**config.mk**
```make
export PLATFORM = sky130hd
export DESIGN_NAME = serial_mem_loader
export DESIGN_NICKNAME = d
export VERILOG_FILES = /design/src/rtl/serial_mem_loader_pkg.sv /design/src/rtl/serial_tx_seq.sv /design/src/rtl/serial_mem_loader.sv
export SDC_FILE = /design/constraint.sdc
export NUM_CORES = 1
export LEC_CHECK = 0
export ABC_AREA = 1
export CAP_MARGIN = 40
export CORE_ASPECT_RATIO = 0.7
export CORE_MARGIN = 4
export CORE_UTILIZATION = 36
export CTS_CLUSTER_DIAMETER = 200
export DETAILED_ROUTE_END_ITERATION = 10
export GPL_TIMING_DRIVEN = 0
export MAX_ROUTING_LAYER = met4
export PLACE_DENSITY = 0.54
export SLEW_MARGIN = 20
export SYNTH_ARGS = -nofsm -noshare
export SYNTH_HDL_FRONTEND = slang
export SYNTH_HIERARCHICAL = 1
export SYNTH_SLANG_ARGS = --single-unit
export TNS_END_PERCENT = 100
```
**constraint.sdc**
```tcl
create_clock -name clock -period 2.1 [get_ports clock]
set_input_delay 0.42 -clock clock [delete_from_list [all_inputs] [get_ports clock]]
set_output_delay 0.42 -clock clock [all_outputs]
set_load 0.01 [all_outputs]
```
**src/rtl/serial_mem_loader_pkg.sv**
```systemverilog
// Shared definitions for the serial memory loader.
// - Command and reply byte values of the host protocol.
// - Parser/memory state encoding for the top level.
// - Transmit sequencer state encoding.
// - Width of the inter-byte timeout counter.
package serial_mem_loader_pkg;

    localparam logic [7:0] CMD_W   = 8'h57;   // 'W' write word
    localparam logic [7:0] CMD_R   = 8'h52;   // 'R' read word
    localparam logic [7:0] CMD_G   = 8'h47;   // 'G' release the CPU
    localparam logic [7:0] RSP_K   = 8'h4B;   // 'K' acknowledge
    localparam logic [7:0] RSP_ERR = 8'h3F;   // '?' unknown command

    // Holds TIMEOUT-1 for the 100 ms default at 58 MHz.
    localparam int TO_W = 24;

    typedef enum logic [2:0] {
        ST_IDLE,
        ST_ADDR,
        ST_DATA,
        ST_WR,
        ST_RD,
        ST_RDWAIT,
        ST_SEND
    } state_t;

    typedef enum logic [1:0] {
        TX_IDLE,
        TX_SEND,
        TX_GUARD
    } tx_state_t;

endpackage

```
**src/rtl/serial_tx_seq.sv**
```systemverilog
// Reply transmitter: shifts out 1 or 4 bytes, MSB first, over rs232out.
// Ports:
//   clock, rst     system clock, synchronous active-high reset
//   start          load data/four and begin sending (accepted only when idle)
//   four           1 = send all 4 bytes of data, 0 = send data[31:24] only
//   data           reply word
//   busy           transmitter busy
//   tx_w           one-cycle transmit strobe
//   tx_d           byte to transmit, held from its strobe until the next one
//   done           pulses in the strobe cycle of the last byte
module serial_tx_seq
    import serial_mem_loader_pkg::*;
(
    input  logic        clock,
    input  logic        rst,
    input  logic        start,
    input  logic        four,
    input  logic [31:0] data,
    input  logic        busy,
    output logic        tx_w,
    output logic [7:0]  tx_d,
    output logic        done
);

    tx_state_t   st, st_n;
    logic [31:0] shreg;
    logic [2:0]  left;

    // Strobe and byte are registered together, so the strobe cycle is
    // always the single GUARD cycle; busy is sampled again only after it.
    always_comb begin
        st_n = st;
        done = 1'b0;
        case (st)
            TX_IDLE:  if (start) st_n = TX_SEND;
            TX_SEND:  if (!busy) st_n = TX_GUARD;
            TX_GUARD: begin
                if (left == 3'd0) begin
                    done = 1'b1;
                    st_n = TX_IDLE;
                end else begin
                    st_n = TX_SEND;
                end
            end
            default:  st_n = TX_IDLE;
        endcase
    end

    always_ff @(posedge clock) begin
        if (rst) begin
            st    <= TX_IDLE;
            shreg <= 32'h0;
            left  <= 3'd0;
            tx_w  <= 1'b0;
            tx_d  <= 8'h00;
        end else begin
            st   <= st_n;
            tx_w <= 1'b0;
            if (st == TX_IDLE && start) begin
                shreg <= data;
                left  <= four ? 3'd4 : 3'd1;
            end
            if (st == TX_SEND && !busy) begin
                tx_w  <= 1'b1;
                tx_d  <= shreg[31:24];
                shreg <= {shreg[23:0], 8'h00};
                left  <= left - 3'd1;
            end
        end
    end

endmodule

```
**src/rtl/serial_mem_loader.sv**
```systemverilog
// Serial-line memory initiator: parses W/R/G commands from rs232in, issues
// single word reads/writes on the mem_* interface and replies on rs232out.
// hold keeps the CPU in reset until 'G' is acknowledged; after that the
// block is inert until rst.
// Ports:
//   clock, rst                      clock, synchronous active-high reset
//   rs232in_attention/_data         received byte strobe and value
//   rs232out_busy/_w/_d             transmitter handshake
//   mem_*                           word-addressed initiator interface
//   hold                            1 = loader owns bus, CPU held in reset
module serial_mem_loader
    import serial_mem_loader_pkg::*;
#(
    parameter logic [1:0] ID         = 2'd3,
    parameter int         TIMEOUT    = 5_800_000,
    parameter logic       START_HOLD = 1'b1
) (
    input  logic        clock,
    input  logic        rst,
    input  logic        rs232in_attention,
    input  logic [7:0]  rs232in_data,
    input  logic        rs232out_busy,
    output logic        rs232out_w,
    output logic [7:0]  rs232out_d,
    input  logic        mem_waitrequest,
    output logic [1:0]  mem_id,
    output logic [29:0] mem_address,
    output logic        mem_read,
    output logic        mem_write,
    output logic [31:0] mem_writedata,
    output logic [3:0]  mem_writedatamask,
    input  logic [31:0] mem_readdata,
    input  logic [1:0]  mem_readdataid,
    output logic        hold
);

    localparam logic [TO_W-1:0] TO_LAST = TO_W'(TIMEOUT - 1);

    state_t          state, state_n;
    logic [1:0]      byte_cnt;
    logic [23:0]     addr_sr;
    logic [23:0]     data_sr;
    logic            is_write;
    logic            is_go;
    logic [TO_W-1:0] to_cnt;
    logic            take;
    logic            collecting;
    logic            timed_out;
    logic            tx_start;
    logic            tx_four;
    logic [31:0]     tx_data;
    logic            tx_done;

    assign mem_id            = ID;
    assign mem_writedatamask = 4'hF;
    // Requests come straight from the state register, so they are stable
    // through any stall and can never overlap.
    assign mem_write         = (state == ST_WR);
    assign mem_read          = (state == ST_RD);

    // Bytes are only taken while owning the bus; other states drop them.
    assign take       = rs232in_attention & hold;
    assign collecting = (state == ST_ADDR) || (state == ST_DATA);
    // A byte arriving in the expiring cycle still counts.
    assign timed_out  = collecting && (to_cnt == TO_LAST) && !rs232in_attention;

    always_comb begin
        state_n  = state;
        tx_start = 1'b0;
        tx_four  = 1'b0;
        tx_data  = 32'h0;
        case (state)
            ST_IDLE: begin
                if (take) begin
                    case (rs232in_data)
                        CMD_W, CMD_R: state_n = ST_ADDR;
                        CMD_G: begin
                            tx_start = 1'b1;
                            tx_data  = {RSP_K, 24'h0};
                            state_n  = ST_SEND;
                        end
                        default: begin
                            tx_start = 1'b1;
                            tx_data  = {RSP_ERR, 24'h0};
                            state_n  = ST_SEND;
                        end
                    endcase
                end
            end
            ST_ADDR: begin
                if (take && byte_cnt == 2'd3) state_n = is_write ? ST_DATA : ST_RD;
                else if (timed_out)           state_n = ST_IDLE;
            end
            ST_DATA: begin
                if (take && byte_cnt == 2'd3) state_n = ST_WR;
                else if (timed_out)           state_n = ST_IDLE;
            end
            ST_WR: begin
                if (!mem_waitrequest) begin
                    tx_start = 1'b1;
                    tx_data  = {RSP_K, 24'h0};
                    state_n  = ST_SEND;
                end
            end
            ST_RD: if (!mem_waitrequest) state_n = ST_RDWAIT;
            ST_RDWAIT: begin
                // The sequencer's shift register doubles as the capture register.
                if (mem_readdataid == ID) begin
                    tx_start = 1'b1;
                    tx_four  = 1'b1;
                    tx_data  = mem_readdata;
                    state_n  = ST_SEND;
                end
            end
            ST_SEND: if (tx_done) state_n = ST_IDLE;
            default: state_n = ST_IDLE;
        endcase
    end

    always_ff @(posedge clock) begin
        if (rst) begin
            state         <= ST_IDLE;
            byte_cnt      <= 2'd0;
            addr_sr       <= 24'h0;
            data_sr       <= 24'h0;
            is_write      <= 1'b0;
            is_go         <= 1'b0;
            to_cnt        <= '0;
            mem_address   <= 30'h0;
            mem_writedata <= 32'h0;
            hold          <= START_HOLD;
        end else begin
            state <= state_n;
            if (take && state == ST_IDLE) begin
                byte_cnt <= 2'd0;
                is_write <= (rs232in_data == CMD_W);
                is_go    <= (rs232in_data == CMD_G);
            end
            // byte_cnt wraps from 3 to 0, ready for the data field.
            if (take && collecting) byte_cnt <= byte_cnt + 2'd1;
            if (take && state == ST_ADDR) begin
                addr_sr <= {addr_sr[15:0], rs232in_data};
                if (byte_cnt == 2'd3) mem_address <= {addr_sr, rs232in_data[7:2]};
            end
            if (take && state == ST_DATA) begin
                data_sr <= {data_sr[15:0], rs232in_data};
                if (byte_cnt == 2'd3) mem_writedata <= {data_sr, rs232in_data};
            end
            if (rs232in_attention) to_cnt <= '0;
            else if (collecting)   to_cnt <= to_cnt + 1'b1;
            else                   to_cnt <= '0;
            if (state == ST_SEND && tx_done && is_go) hold <= 1'b0;
        end
    end

    serial_tx_seq u_tx (
        .clock (clock),
        .rst   (rst),
        .start (tx_start),
        .four  (tx_four),
        .data  (tx_data),
        .busy  (rs232out_busy),
        .tx_w  (rs232out_w),
        .tx_d  (rs232out_d),
        .done  (tx_done)
    );

endmodule

```
==> results_dict.tcl <==
set metrics [dict create \
    synth-main-ff-cell "dfxtp_1" \
    clk_pin_slew_ns 0.08 \
    ys_ff_latch 188 \
    grt_max_degree 19 \
    crit_path_end_kind "primary output" \
    dp_cells 1507 \
    max_freq_mhz 497 \
    syn_area_um2 8000 \
    critPathMaxFanout 8 \
    fin_cells 1548 \
    seqCellArea_um2 3760 \
    fillerInstances 2219 \
    worst-path-buf-inv 3 \
    via_per_inst 4.69 \
    chipWidth_um 186 \
    power_density_nw_per_um2 937 \
    grt_first_pass_wirelength_um 36500 \
    drtIter0Drc 521 \
    vias 7253 \
    synth_cell_types 39 \
    maxCapViolations 0 \
    drt_pass1_iterations 5 \
    final_common_cell "nand2_1" \
    place_congestion 0.816 \
    clock_latency_ns 0.44 \
    finalMaxSlewViolations 0 \
    arrival_ns 1.59 \
    slew_headroom_pct 53.3 \
    async_flop_share_pct 0 \
    syn_inst 1100 \
    syn_area_per_cell_um2 7.27 \
    path_delay_family "buffers and inverters" \
    cts_tree "built" \
    hold_path.class "in2reg" \
    track_usage_pct 19.1 \
    drive_gt1_share_pct 11.1 \
    core_um2 21700 \
    synth_enable_flop_cells 0 \
    multi_input_area_um2 3540 \
    cts_sinks 188 \
    fin_skew_ns 0.0121 \
    fin_nets 1303 \
    final_cell_mix "nand2_1 (279), dfxtp_1 (187), nor2_1 (154)" \
    post-route-min-period_ns 2.01 \
    fin_crit_sh_pct 95.8 \
    status "finished, final reports clean" \
    tns_ns 0 \
    die_h_um 133 \
    worstPathCellList "buf_4 -> nand3_4 -> inv_1 -> clkdlybuf4s50_1" \
    p_leak_nw 4.12 \
    hold_buffers 0 \
    gr-total-overflow 0 \
    rsz0062_at_grt "yes" \
    antenna_found_initial 0 \
    dieArea_um2 24700 \
    drtAntennaViolNets 0 \
    worstMarginPinSlew_ns 0.700 \
    portBuffers 120 \
    critical_path.max_stage_delay_ns 0.52 \
    yosys-top-cells-area "dfxtp_1 (47%), nand2_1 (13%), a21oi_1 (7.5%)" \
    cts_max_level 4 \
    drc 0 \
    ios 127 \
    crit_type "reg2out" \
    clockRootBuffer "clkbuf_16" \
    finalHoldViolCount 0 \
    num_rows 45 \
    setup_violations 0 \
    ys_seq_area_share_pct 47.1 \
    yosysWarnings 6 \
    clockBufferDepth 2 \
    drt-total-wl_um 22500 \
    routedWlPerCell_um 14.6 \
    crit_slowest_cell "clkdlybuf4s50_1" \
    cts_buffers 17 \
    place_hpwl_um 16400 \
    synth_top_cell_area_share_pct 47.1 \
    grt_pass1_vias 6909 \
    critPathRequiredTime_ns 1.68 \
    worstSetupStartpointType "flop" \
    ir_drop_uv 715 \
    areaGrowthSynthToFinish_pct 28.7 \
    initial_utilization_pct 36.8 \
    synth_top_cell_by_area "dfxtp_1" \
]
==> layer usage <==
| metal | global-route usage, % | share of wire, % | vias to the layer above |
|---|---|---|---|
| met2 | 24.8 | 38 | 167 |
| met5 | - | 0 | - |
| li1 | - | - | 3784 |
| met4 | 4.85 | 1.4 | 0 |
| met3 | 3.44 | 4.4 | 22 |
| met1 | 29.9 | 56 | 3280 |
==> area by class of cell <==
| type | instances | area share, % |
|---|---|---|
| buffer | 57 | 3.56 |
| sequential | 188 | 36.6 |
| multi-input combinational | 753 | 34.4 |
| clock buffer | 19 | 4.21 |
| clock inverter | 13 | 1.45 |
| tap | 282 | 3.43 |
| timing repair buffer | 128 | 12.4 |
| inverter | 107 | 3.95 |
| antenna | 1 | 0.0243 |
==> state kept, by name, summed over array words and instances (netlist names), 2 cells and up <==
signal,flops
data_sr,24
u_tx/shreg,32
to_cnt,24
addr_sr,24
u_tx/tx_d,8
u_tx/left,3
byte_cnt,2
mem_address,30
state,3
mem_writedata,32
u_tx/st,2
==> worst register-to-register path, stage by stage (launching register included) <==
cell	delay [ns]
dfxtp_1	0.30
buf_4	0.16
nor2_2	0.15
nand2_2	0.10
nor2_2	0.16
inv_2	0.09
a21oi_4	0.16
or3_4	0.16
nand2_2	0.07
nand2_2	0.11
inv_2	0.05
buf_6	0.14
nor2_1	0.12
nor2_1	0.05
==> kinds of logic (layout without fill, tap and decap cells) <==
group / count (synthesis) / in the layout / synth area share, %
simple gates: 525 / 525 / 28.4
flops: 188 / 188 / 47.1
xor+xnor: 2 / 2 / 0.219
fa+ha+maj: 4 / 4 / 0.626
compound gates: 216 / 216 / 14.1
buf+inv: 164 / 324 / 9.53
other cells: 1 / 7 / 0.0469
==> stage by stage <==
step	hold WS [ns]	utilization (%)	setup WS (ns)	power [mW]	cell area [µm²]
finish	0.321	47.4	0.0889	9.65	10300
floorplan	0.417	-	0.142	5.73	8020
global placement	0.431	44.0	-0.802	6.39	9570
detailed placement	0.443	44.0	-0.833	6.39	9570
global route	0.322	47.3	-0.0103	10.2	10300
CTS	0.458	46.9	0.00396	9.67	10200
==> cells in the mapped netlist, drive strengths merged (2+ instances only) <==
library cell    n
inv           107
nand3          36
ha              4
nor3            9
clkbuf         18
a211oi         17
nand3b          3
nand4           8
dfxtp         188
o21ai          76
nand2         289
a21oi         120
or2             8
nor3b           2
nor2          168
buf            39
==> report_power, final <==
| part | switching (mW) | internal (mW) |
|---|---|---|
| clock | 1.53 | 1.69 |
| sequential | 0.220 | 3.92 |
| combinational | 1.43 | 0.848 |
| total | 3.19 | 6.46 |
==> final timing paths <==
kind	startpoint	to	slack (ns)	cells after the start
worst max-delay path	state[0]$_SDFFE_PP0P_	mem_write	0.09	4
worst min-delay path	rs232in_data[4]	data_sr[4]$_SDFFE_PP0P_	0.32	3
worst max register to register	state[0]$_SDFFE_PP0P_	u_tx/shreg[20]$_SDFFE_PP0P_	0.18	13
worst min register to register	to_cnt[0]$_SDFF_PP0_	to_cnt[0]$_SDFF_PP0_	0.45	1
==> what timing repair did <==
item | 4_1_cts | 5_1_grt
gates resized for setup | 15 | 17
setup endpoints to repair | 58 | 36
buffers inserted | 2 | 6
pin swaps | 1 | 4
(Power assumes the default switching activity.)
